### config.mk
export PLATFORM = sky130hd
export DESIGN_NAME = mips_mc_core
export DESIGN_NICKNAME = d
export VERILOG_FILES = /design/src/rtl/mips_mc_core.sv
export SDC_FILE = /design/constraint.sdc
export NUM_CORES = 2
export LEC_CHECK = 0
export BUFFER_PORTS_ARGS = -buffer_cell sky130_fd_sc_hd__buf_2
export CAP_MARGIN = 0
export CORE_UTILIZATION = 45
export CTS_CLUSTER_DIAMETER = 80
export DETAILED_ROUTE_END_ITERATION = 8
export PLACE_DENSITY = 0.58
export SYNTH_ARGS = -nofsm -noshare
export SYNTH_HDL_FRONTEND = slang
export SYNTH_SLANG_ARGS = --single-unit
### constraint.sdc
create_clock -name clk -period 6.75 [get_ports clk]
set_input_delay 2.025 -clock clk [delete_from_list [all_inputs] [get_ports clk]]
set_output_delay 2.025 -clock clk [all_outputs]
set_load 0.02 [all_outputs]
### src/rtl/mips_mc_core.sv
// mips_mc_core: multicycle MIPS subset core; one shared memory port serves fetch and data.
// Optional feature macro MIPS_JAL_EN adds jal (opcode 6'h03); without it that opcode traps to ERR.
module mips_mc_core #(
  parameter logic [31:0] RESET_VECTOR = 32'h00400000,
  parameter int unsigned MEM_WAIT_EN  = 1
) (
  input  logic        clk,
  input  logic        rst,
  input  logic [31:0] mem_rd_data,
  input  logic        mem_ready,
  output logic        mem_req,
  output logic        mem_we,
  output logic [31:0] mem_addr,
  output logic [31:0] mem_wr_data,
  output logic [31:0] pc,
  output logic [3:0]  state,
  output logic        retire,
  output logic        illegal_op
);

  localparam logic [3:0] S_FETCH   = 4'd0;
  localparam logic [3:0] S_DECODE  = 4'd1;
  localparam logic [3:0] S_EXEC    = 4'd2;
  localparam logic [3:0] S_RWB     = 4'd3;
  localparam logic [3:0] S_ADDI_EX = 4'd4;
  localparam logic [3:0] S_ADDI_WB = 4'd5;
  localparam logic [3:0] S_MEMADR  = 4'd6;
  localparam logic [3:0] S_MEMRD   = 4'd7;
  localparam logic [3:0] S_MEMWB   = 4'd8;
  localparam logic [3:0] S_MEMWR   = 4'd9;
  localparam logic [3:0] S_BRANCH  = 4'd10;
  localparam logic [3:0] S_JUMP    = 4'd11;
  localparam logic [3:0] S_ERR     = 4'd12;
`ifdef MIPS_JAL_EN
  localparam logic [3:0] S_JAL     = 4'd13;
  localparam logic [5:0] OP_JAL    = 6'h03;
`endif

  localparam logic [5:0] OP_RTYPE = 6'h00;
  localparam logic [5:0] OP_J     = 6'h02;
  localparam logic [5:0] OP_BEQ   = 6'h04;
  localparam logic [5:0] OP_BNE   = 6'h05;
  localparam logic [5:0] OP_ADDI  = 6'h08;
  localparam logic [5:0] OP_LW    = 6'h23;
  localparam logic [5:0] OP_SW    = 6'h2b;

  localparam logic [5:0] F_SLL = 6'h00;
  localparam logic [5:0] F_SRL = 6'h02;
  localparam logic [5:0] F_ADD = 6'h20;
  localparam logic [5:0] F_SUB = 6'h22;
  localparam logic [5:0] F_AND = 6'h24;
  localparam logic [5:0] F_OR  = 6'h25;
  localparam logic [5:0] F_SLT = 6'h2a;

  logic [31:0] ir;
  logic [31:0] a_reg;
  logic [31:0] b_reg;
  logic [31:0] mdr;
  logic [31:0] alu_out;
  logic [31:0] regs [32];
  logic [3:0]  next_state;
  logic        ready;
  logic        funct_ok;
  logic        retire_state;
  logic [31:0] alu_result;

  logic [5:0]  opcode;
  logic [4:0]  rs;
  logic [4:0]  rt;
  logic [4:0]  rd;
  logic [4:0]  shamt;
  logic [5:0]  funct;
  logic [31:0] imm_sext;
  logic [31:0] rs_val;
  logic [31:0] rt_val;
  logic [31:0] jump_target;

  assign ready       = (MEM_WAIT_EN == 0) ? 1'b1 : mem_ready;
  assign opcode      = ir[31:26];
  assign rs          = ir[25:21];
  assign rt          = ir[20:16];
  assign rd          = ir[15:11];
  assign shamt       = ir[10:6];
  assign funct       = ir[5:0];
  assign imm_sext    = {{16{ir[15]}}, ir[15:0]};
  assign rs_val      = (rs == 5'd0) ? 32'd0 : regs[rs];
  assign rt_val      = (rt == 5'd0) ? 32'd0 : regs[rt];
  assign jump_target = {pc[31:28], ir[25:0], 2'b00};

  always_comb begin
    alu_result = 32'd0;
    funct_ok   = 1'b1;
    case (funct)
      F_ADD:   alu_result = a_reg + b_reg;
      F_SUB:   alu_result = a_reg - b_reg;
      F_AND:   alu_result = a_reg & b_reg;
      F_OR:    alu_result = a_reg | b_reg;
      F_SLT:   alu_result = {31'd0, $signed(a_reg) < $signed(b_reg)};
      F_SLL:   alu_result = b_reg << shamt;
      F_SRL:   alu_result = b_reg >> shamt;
      default: funct_ok = 1'b0;
    endcase
  end

  // Unsupported funct codes are caught at dispatch so EXEC only ever sees legal ops.
  always_comb begin
    next_state = state;
    case (state)
      S_FETCH: if (ready) next_state = S_DECODE;
      S_DECODE: begin
        case (opcode)
          OP_RTYPE:      next_state = funct_ok ? S_EXEC : S_ERR;
          OP_ADDI:       next_state = S_ADDI_EX;
          OP_LW, OP_SW:  next_state = S_MEMADR;
          OP_BEQ, OP_BNE: next_state = S_BRANCH;
          OP_J:          next_state = S_JUMP;
`ifdef MIPS_JAL_EN
          OP_JAL:        next_state = S_JAL;
`endif
          default:       next_state = S_ERR;
        endcase
      end
      S_EXEC:    next_state = S_RWB;
      S_ADDI_EX: next_state = S_ADDI_WB;
      S_MEMADR:  next_state = (opcode == OP_LW) ? S_MEMRD : S_MEMWR;
      S_MEMRD:   if (ready) next_state = S_MEMWB;
      S_MEMWR:   if (ready) next_state = S_FETCH;
      S_RWB, S_ADDI_WB, S_MEMWB, S_BRANCH, S_JUMP: next_state = S_FETCH;
`ifdef MIPS_JAL_EN
      S_JAL:     next_state = S_FETCH;
`endif
      default:   next_state = S_ERR;
    endcase
  end

  always_comb begin
    retire_state = 1'b0;
    case (state)
      S_RWB, S_ADDI_WB, S_MEMWB, S_BRANCH, S_JUMP: retire_state = 1'b1;
      S_MEMWR: retire_state = ready;
`ifdef MIPS_JAL_EN
      S_JAL:   retire_state = 1'b1;
`endif
      default: retire_state = 1'b0;
    endcase
  end

  // Gating with rst keeps the port quiet during reset, so a stalled store is abandoned.
  assign mem_req     = rst & ((state == S_FETCH) | (state == S_MEMRD) | (state == S_MEMWR));
  assign mem_we      = rst & (state == S_MEMWR);
  assign mem_addr    = ((state == S_MEMRD) || (state == S_MEMWR)) ? alu_out : pc;
  assign mem_wr_data = b_reg;
  assign retire      = rst & retire_state;

  always_ff @(posedge clk) begin
    if (!rst) begin
      state      <= S_FETCH;
      pc         <= RESET_VECTOR;
      ir         <= 32'd0;
      a_reg      <= 32'd0;
      b_reg      <= 32'd0;
      mdr        <= 32'd0;
      alu_out    <= 32'd0;
      illegal_op <= 1'b0;
      for (int i = 0; i < 32; i++) regs[i] <= 32'd0;
    end else begin
      state      <= next_state;
      illegal_op <= (next_state == S_ERR);
      case (state)
        S_FETCH: begin
          if (ready) begin
            ir <= mem_rd_data;
            pc <= pc + 32'd4;
          end
        end
        S_DECODE: begin
          a_reg   <= rs_val;
          b_reg   <= rt_val;
          alu_out <= pc + {imm_sext[29:0], 2'b00};
        end
        S_EXEC:              alu_out <= alu_result;
        S_ADDI_EX, S_MEMADR: alu_out <= a_reg + imm_sext;
        S_RWB:     if (rd != 5'd0) regs[rd] <= alu_out;
        S_ADDI_WB: if (rt != 5'd0) regs[rt] <= alu_out;
        S_MEMRD:   if (ready) mdr <= mem_rd_data;
        S_MEMWB:   if (rt != 5'd0) regs[rt] <= mdr;
        // beq takes the branch on equality, bne on inequality.
        S_BRANCH:  if ((opcode == OP_BEQ) == (a_reg == b_reg)) pc <= alu_out;
        S_JUMP:    pc <= jump_target;
`ifdef MIPS_JAL_EN
        S_JAL: begin
          regs[31] <= pc;
          pc       <= jump_target;
        end
`endif
        default: ;
      endcase
    end
  end

endmodule

==> flow_metrics.py <==
metrics = {
    "yosys": {
        "synthArstFlopShare": 0,
        "synth_cells": 6009,
        "synth_top_area_frac": 0.4244,
        "ys_warn_count": 0,
        "syn_avg_cell_area_sq_um": 12.06,
        "synth-seq-area-share": 0.4816,
        "ys_top_cells_by_count": "nor2_1 (1357), edfxtp_1 (1024), mux4_2 (700), clkbuf_1 (401), nand2_1 (390)",
        "yosys_register_bits": 1231,
        "synth_cell_types": 99,
        "synth_most_common_cell": "nor2_1",
        "synthTopCellsByArea": "edfxtp_1 (42%), mux4_2 (22%), nor2_1 (7.0%), dfxtp_1 (5.7%), ha_1 (3.0%)",
        "synth_area_sq_um": 72460,
        "synth-edff-count": 1024,
        "ys.flop_type": "edfxtp_1",
        "yosysTopAreaCell": "edfxtp_1",
    },
    "die": {
        "rows": 146,
        "io_pins": 139,
        "die_area_sq_um": 162600,
        "die_h_microns": 403.3,
        "core_area_sq_um": 159100,
        "die_w_microns": 403.3,
        "start_util": 0.4554,
    },
    "clock_network": {
        "cts_buffers": 139,
        "cts_setup_buffers": 0,
        "cts.clk_slew.worst_paths_ns": 0.06,
        "cts_max_path_buffers": 3,
        "clock_latency_ns": 0.80,
        "cts_resized": 0,
        "cts_tree": "yes",
        "cts_hold_buf": 0,
        "cts_max_level": 4,
        "clock_sinks": 1231,
        "cts_root_buf": "clkbuf_16",
    },
    "hold_path": {
        "worstHoldStart": "mdr[28]",
        "hp-class": "flop to flop",
    },
    "critical_path": {
        "cpPeakStageDelay_ns": 0.63,
        "crit_end": "mem_addr[11]",
        "cp-start-kind": "flop",
        "timing.rr.start": "a_reg[0]",
        "rrSetupSlack_ns": 1.87,
        "path_class": "flop to output pin",
        "worst_setup_path_end_kind": "output pin",
        "rr_endpoint": "alu_out[28]",
        "ff2ff_path_depth": 12,
        "cpMostUsedCell": "nand2_1",
        "required_ns": 4.72,
        "worstSetupPathDepth": 7,
        "cp_max_fo": 33,
        "crit_start": "state[2]",
        "crit_buf_inv": 3,
        "critPathSlowestCell": "dfxtp_1",
        "arrival_ns": 3.11,
        "crit_family": "buffers and inverters",
        "crit_chain": "inv_1 -> nand2_1 -> o22ai_1 -> nand2_1 -> buf_4 -> mux2_2 -> buf_2",
    },
    "layout": {
        "area_growth_pct": 11.24,
        "largest_reg_flops": 1024,
        "max_flop_register": "regs",
        "drive_gt1_frac": 0.2350,
        "fin_util": 0.5066,
        "final_nets": 6173,
        "antennaDiodeCount": 0,
        "fill_cells": 13800,
    },
    "sta": {
        "worstMarginPinSlew_ns": 1.299,
        "drv_slew": 0,
        "fmax_ghz": 0.1946,
        "rsz0062_at_grt": "false",
        "fin_crit_sh": 0.7615,
        "setup_viol": 0,
        "slew_headroom": 0.1265,
        "tns_ns": 0,
        "fin_skew_ns": 0.03371,
        "fin_crit_ns": 5.140,
        "hold_viol_final": 0,
    },
    "pwr": {
        "power.density_nw_per_um2": 315.8,
        "p_leak_nw": 26.92,
        "ir_drop_v": 0.0002382,
    },
    "placed_design": {
        "dp_hpwl_microns": 185700,
        "port_buffers": 138,
        "gp_congestion": 1.002,
    },
    "drt": {
        "routed_via_density": 6.606,
        "vias": 54260,
        "drtPass1Iterations": 6,
        "wl_per_cell_microns": 33.84,
        "drc": 0,
        "routed_wirelength_microns": 278000,
        "ant_nets": 0,
        "dr.first_iter.drc_count": 7706,
    },
    "grt": {
        "antenna_found_initial": 9,
        "grt_use_met3": 0.06374,
        "gr-total-overflow": 0,
        "busiest_layer": "met2",
        "grt_max_degree": 81,
        "met1_usage": 0.4391,
        "grt_pass1_wl_microns": 393200,
        "globalRouteTotalUtil": 0.3398,
        "use_met2": 0.5305,
        "grt_pass1_vias": 52780,
    },
    "flow_run": {
        "cap_violations": 0,
    },
    "status": {
        "outcome": "finished, final reports clean",
    },
}
[report_power, final]
group | switching (W) | total, W | leakage, nW | internal (W)
logic | 0.00552 | 0.00845 | 12.5 | 0.00293
registers | 0.000836 | 0.00945 | 12.2 | 0.00861
clock network | 0.00323 | 0.00756 | 2.15 | 0.00433
total | 0.00958 | 0.0255 | 26.9 | 0.0159
[worst min path at each step]
stage	slack [ns]	cells after the start	to
6_report	0.49	2	mdr[28]
2_1_floorplan	0.44	2	mdr[0]
3_3_place_gp	0.47	2	mdr[24]
4_1_cts	0.49	2	mdr[28]
3_5_place_dp	0.48	2	mdr[28]
5_1_grt	0.51	2	mdr[28]
[layer usage]
layer | vias to the layer above | part of all wire
li1 | 22610 | -
met1 | 27690 | 0.37
met2 | 3316 | 0.46
met3 | 644 | 0.094
met4 | 2 | 0.071
met5 | - | 0.000047
[through the flow]
| step | cells | setup WS [ns] | cell area, sq um | hold slack, ns | power, W |
|---|---|---|---|---|---|
| 2_1_floorplan | 6040 | 1.605 | 72570 | 0.4357 | 0.01431 |
| 3_3_place_gp | 7968 | 1.521 | 76160 | 0.4748 | 0.01778 |
| 3_5_place_dp | 7968 | 1.539 | 76160 | 0.4802 | 0.01782 |
| 4_1_cts | 8214 | 1.614 | 80600 | 0.4885 | 0.02532 |
| 5_1_grt | 8214 | 1.440 | 80600 | 0.5056 | 0.02612 |
| 6_report | 8214 | 1.610 | 80600 | 0.4875 | 0.02546 |
[cell usage in the layout (no fill, tap or decap), drive strengths merged, types with 32 or more instances in the layout]
cell type,Yosys,final
clkbuf,402,189
buf,141,325
nand3,48,48
conb,1,32
xnor2,39,39
mux4,700,700
mux2,41,41
nand2,390,390
ha,171,171
a211oi,44,44
nor3,65,65
a21oi,367,367
a21o,44,44
o21ai,199,199
edfxtp,1024,1024
inv,120,126
clkinv,1,40
nor2,1357,1357
mux2i,141,141
dfxtp,207,207
[final cells by class]
type | instances | area, sq um | share of cell area
clock buffer | 189 | 3822 | 0.04742
clock inverter | 57 | 623.1 | 0.007730
inverter | 121 | 464.2 | 0.005759
multi-input combinational | 4145 | 35630 | 0.4420
sequential | 1231 | 34940 | 0.4334
tap | 2146 | 2685 | 0.03331
timing repair buffer | 325 | 2447 | 0.03036
[cell families after synthesis]
group                    synth area share
AND/OR/NAND/NOR                    0.1144
multiplexers                       0.2434
flip-flops                         0.4816
adder cells (fa/ha/maj)           0.03063
other                          0.00005175
buffers and inverters             0.03714
XOR/XNOR                         0.007253
AO/OA/AOI/OAI                     0.08553
[worst reg2reg max path, cell delays in order (launching register included)]
cell and delay (ns):
dfxtp_1 0.42, ha_1 0.32, fa_1 0.46, a211oi_1 0.59
nor3_1 0.13, nor2_1 0.28, nand2_1 0.18, o41ai_4 0.52
o31ai_4 0.18, a211oi_1 0.36, mux2i_1 0.13, o31ai_1 0.98
a31oi_1 0.17
(Power assumes the default switching activity.)
